## src/rtl/regfile_4_pkg.sv

```systemverilog
// rtl/regfile_4_pkg.sv - shared sizes and sweep-state encoding for regfile_4
package regfile_4_pkg;

  localparam int WIDTH = 4;
  localparam int DEPTH = 16;
  localparam int AW    = 4;

  typedef enum logic {
    ST_CLEAR = 1'b0,
    ST_IDLE  = 1'b1
  } clr_state_e;

  // Address 0 is the hardwired-zero register.
  function automatic logic is_zero_addr(input logic [AW-1:0] a);
    return (a == '0);
  endfunction

endpackage

```

## src/rtl/regfile_4_clr_fsm.sv

```systemverilog
// rtl/regfile_4_clr_fsm.sv - clear-sweep pointer and CLEAR/IDLE state
module regfile_4_clr_fsm
  import regfile_4_pkg::*;
#(
  parameter int DEPTH_P = DEPTH
) (
  input  logic          clk,
  input  logic          reset,
  input  logic          clr_req,
  output logic [AW-1:0] ptr,
  output logic          clear_en,
  output logic          busy
);

  localparam logic [AW-1:0] LAST_PTR = AW'(DEPTH_P - 1);

  clr_state_e    state_q, state_d;
  logic [AW-1:0] ptr_q, ptr_d;

  // State and pointer register; reset always (re)starts a sweep from entry 0.
  always_ff @(posedge clk) begin
    if (reset) begin
      state_q <= ST_CLEAR;
      ptr_q   <= '0;
    end else begin
      state_q <= state_d;
      ptr_q   <= ptr_d;
    end
  end

  // Next state: walk every entry once, then idle; clr_req only counts while idle.
  always_comb begin
    state_d = state_q;
    ptr_d   = ptr_q;
    case (state_q)
      ST_CLEAR: begin
        if (ptr_q == LAST_PTR) begin
          ptr_d   = '0;
          state_d = ST_IDLE;
        end else begin
          ptr_d = ptr_q + 1'b1;
        end
      end
      ST_IDLE: begin
        if (clr_req) begin
          ptr_d   = '0;
          state_d = ST_CLEAR;
        end
      end
      default: begin
        ptr_d   = '0;
        state_d = ST_CLEAR;
      end
    endcase
  end

  assign ptr      = ptr_q;
  assign clear_en = (state_q == ST_CLEAR);
  assign busy     = (state_q == ST_CLEAR);

endmodule

```

## src/rtl/regfile_4.sv

```systemverilog
// rtl/regfile_4.sv - 2-read/1-write register file with clear sweep and write-first bypass
module regfile_4
  import regfile_4_pkg::*;
#(
  parameter int WIDTH = regfile_4_pkg::WIDTH,
  parameter int DEPTH = regfile_4_pkg::DEPTH
) (
  input  logic             clk,
  input  logic             reset,
  input  logic             we3,
  input  logic [AW-1:0]    wa3,
  input  logic [WIDTH-1:0] wd3,
  input  logic [AW-1:0]    ra1,
  input  logic [AW-1:0]    ra2,
  input  logic             clr_req,
  output logic [WIDTH-1:0] rd1,
  output logic [WIDTH-1:0] rd2,
  output logic             busy
);

  logic [WIDTH-1:0] mem_q [DEPTH];
  logic [WIDTH-1:0] rd1_q, rd1_d;
  logic [WIDTH-1:0] rd2_q, rd2_d;
  logic [AW-1:0]    ptr;
  logic             clear_en;
  logic             wr_en;

  regfile_4_clr_fsm #(
    .DEPTH_P (DEPTH)
  ) u_clr_fsm (
    .clk      (clk),
    .reset    (reset),
    .clr_req  (clr_req),
    .ptr      (ptr),
    .clear_en (clear_en),
    .busy     (busy)
  );

  // Writes are dropped during reset, during a sweep, and to address 0.
  assign wr_en = !reset && !clear_en && we3 && !is_zero_addr(wa3);

  function automatic logic [WIDTH-1:0] read_word(input logic [AW-1:0] a);
    if (wr_en && (wa3 == a)) return wd3;
    if (is_zero_addr(a))     return '0;
    return mem_q[a];
  endfunction

  // Storage: sweep zeroes one entry per cycle; reset alone leaves contents intact.
  always_ff @(posedge clk) begin
    if (clear_en) begin
      mem_q[ptr] <= '0;
    end else if (wr_en) begin
      mem_q[wa3] <= wd3;
    end
  end

  // Read-data next state: zero while sweeping, otherwise write-first lookup.
  always_comb begin
    rd1_d = '0;
    rd2_d = '0;
    if (!clear_en) begin
      rd1_d = read_word(ra1);
      rd2_d = read_word(ra2);
    end
  end

  // Registered read ports.
  always_ff @(posedge clk) begin
    if (reset) begin
      rd1_q <= '0;
      rd2_q <= '0;
    end else begin
      rd1_q <= rd1_d;
      rd2_q <= rd2_d;
    end
  end

  assign rd1 = rd1_q;
  assign rd2 = rd2_q;

endmodule

```

## config.mk

```make
export PLATFORM = sky130hd
export DESIGN_NAME = regfile_4
export DESIGN_NICKNAME = d
export VERILOG_FILES = /design/src/rtl/regfile_4_pkg.sv /design/src/rtl/regfile_4_clr_fsm.sv /design/src/rtl/regfile_4.sv
export SDC_FILE = /design/constraint.sdc
export NUM_CORES = 1
export LEC_CHECK = 0
export ABC_AREA = 1
export CAP_MARGIN = 20
export CORE_UTILIZATION = 55
export CTS_CLUSTER_SIZE = 20
export DETAILED_ROUTE_END_ITERATION = 16
export GPL_TIMING_DRIVEN = 0
export PLACE_DENSITY = 0.75
export SYNTH_ARGS = -nofsm -noshare
export SYNTH_HDL_FRONTEND = slang
export SYNTH_SLANG_ARGS = --single-unit
```

## constraint.sdc

```tcl
create_clock -name clk -period 2.6 [get_ports clk]
set_input_delay 0.52 -clock clk [delete_from_list [all_inputs] [get_ports clk]]
set_output_delay 0.52 -clock clk [all_outputs]
set_load 0.05 [all_outputs]
```

==> results of run 1 <==
## timing repair
| action | in CTS | in global routing |
|---|---|---|
| buffers inserted | 0 | 0 |
| resized for setup | 0 | 1 |
| setup endpoints to repair | 0 | 3 |
## state kept, by name, indices dropped and copies added, names as in the netlist
name	cells
mem_q	64
rd2	4
u_clr_fsm.state_q	1
u_clr_fsm.ptr	4
rd1	4
## tightest hold or removal path, stage by stage (launching register included)
cell and delay [ns]:
dfxtp_1 0.34, nand4_1 0.09, a21oi_1 0.06
## cell usage after synthesis (2+ instances only)
library cell	number
nor2_1	29
nand2_2	6
a21oi_1	15
o21ai_4	3
inv_2	10
nand2_1	219
inv_1	89
o21ai_0	2
dfxtp_1	13
nand3_1	94
clkbuf_1	11
buf_2	8
nand3_2	4
edfxtp_1	64
buf_1	3
## cells by family (layout without fill, tap and decap cells)
logic type / after synthesis / in the layout / share of synthesized area
xor+xnor: 1 / 1 / 0.00201
simple gates: 357 / 357 / 0.348
flops: 77 / 77 / 0.501
compound gates: 23 / 23 / 0.0368
buf+inv: 123 / 165 / 0.110
fa+ha+maj: 1 / 1 / 0.00287
## layer usage
layer | share of wire | GRT usage | up-vias
met5 | 0 | 0 | -
met3 | 0.084 | 0.0586 | 32
met1 | 0.43 | 0.423 | 1858
li1 | - | - | 1894
met2 | 0.45 | 0.467 | 209
met4 | 0.037 | 0.148 | 0
## cell type report
cell class / count / area (um2) / share of cell area
Sequential cell: 77 / 2180 / 0.444
Multi-Input combinational cell: 382 / 1700 / 0.345
Inverter: 100 / 375 / 0.0763
Timing Repair Buffer: 26 / 265 / 0.0539
Clock buffer: 10 / 128 / 0.0259
Tap cell: 102 / 128 / 0.0259
Buffer: 23 / 104 / 0.0211
Clock inverter: 6 / 40.0 / 0.00814
## report_power, final
group,internal (mW),switching [mW]
sequential,1.35,0.0107
combinational,0.109,0.233
clock,0.343,0.447
## final timing paths
kind                     start           endpoint  slack [ns]  cells past startpoint
max                     wa3[3]        mem_q[3][2]        0.12                      8
min           u_clr_fsm.ptr[3]  u_clr_fsm.state_q        0.53                      2
max reg2reg  u_clr_fsm.state_q        mem_q[3][2]        0.49                      7
min reg2reg   u_clr_fsm.ptr[3]  u_clr_fsm.state_q        0.53                      2
==> impl_metrics.toml, run 1 <==
[outcome]
status = "finished, final reports clean"

[yosys]
synth_warnings = 0
syn_inst = 582
yosysTopAreaCellShare = 0.441
yosys.area.top_type = "edfxtp_1"
syn_area_per_cell_um2 = 7.49
syn_nets = 603
synth_edf_count = 64
synth_area_leaders = "edfxtp_1 44%, nand2_1 19%, nand3_1 11%"
ys_async_sr_fraction = 0
synth_area_um2 = 4360
synth_ff_type = "edfxtp_1"
ys_ff_latch = 77
synth_seq_area_share = 0.501
ys_types = 27

[flow_run]
maxCapViolations = 0

[sta]
worst_slack_ns = 0.116
post-route-period-util = 0.956
post-route-min-period_ns = 2.48
tightest_slew_ns = 0.781
finalSetupViolations = 0
tns_ns = 0
rsz0062_at_grt = "false"
finalMaxSlewViolations = 0
hold_viol = 0
clock.fmax_ghz = 0.403
slew_headroom = 0.477
clock_skew_ns = 0.00674
holdWs_ns = 0.531

[finish]
nNetsFinal = 640
mostFrequentLayoutCells = "219 x nand2_1, 94 x nand3_1, 89 x inv_1"
final_util = 0.640
diodes = 0
fillers = 686
area_growth_pct = 12.9
final_cell_count_no_fill = 726
drive_above_1_share = 0.0897
stdcell_area_um2 = 4920
final_common_cell = "nand2_1"

[floorplan]
std_cell_rows = 32
core_area_um2 = 7690
pin_count = 29
die_area_um2 = 8280
die_x_um = 91
initial_utilization = 0.567
die_y_um = 91

[worst_setup_path]
path_cells = "clkdlybuf4s50_1 > nor2_1 > a21oi_2 > inv_2 > buf_6 > o21ai_4 > nand3_2 > nor2_1"
cp_slowest_cell = "clkdlybuf4s50_1"
cp-end-kind = "register"
crit_buf_inv = 3
worstPathMaxFanout = 10
critPathRequiredTime_ns = 2.64
startpoint_type = "input port"
cpMostUsedCell = "nor2_1"
critPathKind = "in2reg"
crit_arrival_ns = 2.53
path_delay_family = "buffers and inverters"
max_stage_delay_ns = 0.66

[grt]
grt_pass1_vias = 3696
antenna_found_initial = 0
grt_use_total = 0.307
overflow = 0
grt_max_degree = 14
grt_pass1_wl_um = 18900

[power_and_ir_drop]
fin_total_pwr_mw = 2.49
peakVddDrop_mv = 0.345
p_leak_nw = 2.30
p_per_area_nw_per_um2 = 506

[clock_network]
numClockSinks = 77
cts_max_level = 3
cts_root_buffer = "clkbuf_8"
postCtsHoldBufs = 0
clk_path_buf_depth = 2
cts_tree = "yes"
insertion_delay_ns = 0.36
path_clk_slew_ns = 0.08
cts_buffers = 9

[placement]
postPlaceCellArea_um2 = 4750
pre_cts_slack_ns = -0.213
gp_congestion = 1.01
dp_hpwl_um = 8690
io_buffers = 22
dp_cells = 710

[drt]
wl_per_cell_um = 16.4
vias = 3993
drt_iter0_markers = 399
wl_um = 11900
drtPass1Iterations = 5
drc = 0
drtAntennaViolNets = 0
vias_per_cell = 5.50

[min_path]
hp-class = "reg2reg"
Power figures use the tool's default switching activity.
==> inputs of run 2 (changes only) <==
--- a/config.mk
+++ b/config.mk
@@ -7,11 +7,13 @@
 export LEC_CHECK = 0
 export ABC_AREA = 1
 export CAP_MARGIN = 20
+export CORE_ASPECT_RATIO = 1.25
 export CORE_UTILIZATION = 55
 export CTS_CLUSTER_SIZE = 20
 export DETAILED_ROUTE_END_ITERATION = 16
 export GPL_TIMING_DRIVEN = 0
 export PLACE_DENSITY = 0.75
+export REMOVE_ABC_BUFFERS = 1
 export SYNTH_ARGS = -nofsm -noshare
 export SYNTH_HDL_FRONTEND = slang
 export SYNTH_SLANG_ARGS = --single-unit
==> constraint.sdc (replaced) <==
create_clock -name clk -period 2.6 [get_ports clk]
set_input_delay 0.52 -clock clk [delete_from_list [all_inputs] [get_ports clk]]
set_output_delay 0.52 -clock clk [all_outputs]
set_load 0.1 [all_outputs]
==> impl_metrics.toml, run 2 (synthesis results as in run 1) <==
[min_path]
whs_endpoint = "u_clr_fsm.ptr[1]"
hp-class = "reg2reg"
hold_start = "u_clr_fsm.ptr[1]"
worstHoldPathCells = 2

[drt]
drtPass1Iterations = 6
drt_iter0_markers = 306
wl_um = 11400
vias = 3893
drc = 0
drtAntennaViolNets = 0
vias_per_cell = 5.57
wl_per_cell_um = 16.4

[flow_run]
maxCapViolations = 0

[floorplan]
pin_count = 29
die_area_um2 = 8280
initial_utilization = 0.578
std_cell_rows = 35
die_x_um = 81.6
die_y_um = 102
core_area_um2 = 7530

[worst_setup_path]
reg2reg_slack_ns = 0.46
worst_r2r_startpoint = "u_clr_fsm.state_q"
crit_arrival_ns = 2.48
critPathKind = "in2reg"
cpMostUsedCell = "nor2_1"
max_stage_delay_ns = 0.63
startpoint_type = "input port"
cp-end-kind = "register"
path_cells = "clkdlybuf4s50_1 > nor2_1 > a21oi_2 > inv_2 > nand2_1 > o21ai_2 > inv_1 > nand3_2 > nor2_1"
r2r-end = "mem_q[9][2]"
cp_slowest_cell = "clkdlybuf4s50_1"
worstPathMaxFanout = 12
r2r_cells = 8
critPathRequiredTime_ns = 2.61

[power_and_ir_drop]
p_leak_nw = 2.33
fin_total_pwr_mw = 2.69
p_clk_frac = 0.366
intPower_mw = 2.01
peakVddDrop_mv = 0.373
p_per_area_nw_per_um2 = 542
p_comb_frac = 0.129
switching_share = 0.255
switching_power_uw = 686
p_seq_frac = 0.505

[clock_network]
insertion_delay_ns = 0.36
cts_buffers = 9
path_clk_slew_ns = 0.08
cts_tree = "yes"
cts_max_level = 3
cts_root_buffer = "clkbuf_8"
numClockSinks = 77
clk_path_buf_depth = 2
cts_setup_buffers = 0

[sta]
finalMaxSlewViolations = 0
clock_skew_ns = 0.00984
hold_viol = 0
rsz0062_at_grt = "true"
worst_slack_ns = 0.129
finalSetupViolations = 0
clock.fmax_ghz = 0.405
post-route-period-util = 0.950
post-route-min-period_ns = 2.47
tightest_slew_ns = 0.962
slew_headroom = 0.357

[finish]
area_growth_pct = 14.0
fillers = 632
multi_input_area_um2 = 1700
largest_reg_flops = 64
diodes = 0
mostFrequentLayoutCells = "219 x nand2_1, 94 x nand3_1, 89 x inv_1"
regArea_um2 = 2180
drive_above_1_share = 0.0824
largest_register = "mem_q"
nNetsFinal = 624
stdcell_area_um2 = 4960
final_common_cell = "nand2_1"

[placement]
pre_cts_slack_ns = -0.407
dp_hpwl_um = 7830
gp_congestion = 0.903
io_buffers = 28
postPlaceCellArea_um2 = 4740

[grt]
overflow = 0
grt_use_total = 0.302
grt_pass1_wl_um = 18300
antenna_found_initial = 0
grt_pass1_vias = 3677
grt_max_degree = 35

[outcome]
status = "finished, final reports clean"
## run 2: cell count changes in the layout (fill, tap and decap cells not counted), sizes merged
cell / before / now
clkdlybuf4s50: 22 / 26
bufinv: 0 / 2
buf: 16 / 5
clkinvlp: 3 / 1
clkinv: 4 / 2
clkbuf: 21 / 10
inv: 99 / 100
dlymetal6s2s: 0 / 2
## run 2: worst max-delay path by stage
stage | cells past startpoint | slack (ns) | to | from
2_1_floorplan | 9 | 0.69 | mem_q[11][0] | reset
3_3_place_gp | 11 | -0.86 | rd1[2] | ra1[0]
3_5_place_dp | 5 | -0.41 | mem_q[10][0] | wa3[3]
4_1_cts | 2 | 0.02 | busy | u_clr_fsm.state_q
5_1_grt | 9 | -0.002 | mem_q[9][1] | wa3[3]
6_report | 9 | 0.13 | mem_q[9][2] | wa3[3]
## run 2: layout make-up
class,count,share of cell area
inverters,100,0.0761
clock buffers,10,0.0257
multi-input cells,382,0.343
repair buffers,33,0.0754
flip-flops and latches,77,0.440
clock inverters,5,0.0171
well taps,92,0.0232
## run 2: per-layer routing
layer | global-route usage | routed length, um
met5 | 0 | 0
met3 | 0.0667 | 997
met1 | 0.390 | 4650
met4 | 0.146 | 447
met2 | 0.478 | 5340
## run 2: worst max-delay path: cells and delay by family
kind            cells  cell delay, ns
buf+inv             3            0.95
compound gates      2            0.32
simple gates        4            0.68
## run 2: timing repair
action	CTS	global route
gates resized for setup	1	6
gates cloned	0	0
endpoints found under the setup margin	16	15
hold buffers	0	0
## run 2: metrics by stage
step | cells | setup TNS, ns | util | hold slack, ns
after floorplan | 559 | 0 | - | 0.467
after global placement | 679 | -41.84 | 0.617 | 0.497
after detailed placement | 684 | -21.34 | 0.629 | 0.516
after CTS | 699 | 0 | 0.657 | 0.528
after global routing | 699 | -0.00406 | 0.659 | 0.564
final | 699 | 0 | 0.659 | 0.533
## run 2: power by group through the flow
stage | sequential, mW | clock, mW | combinational [mW]
after floorplan | 1.38 | 0 | 0.194
after global placement | 1.39 | 0 | 0.320
after detailed placement | 1.39 | 0 | 0.335
after CTS | 1.36 | 0.995 | 0.336
after global routing | 1.36 | 1.06 | 0.381
final | 1.36 | 0.985 | 0.347
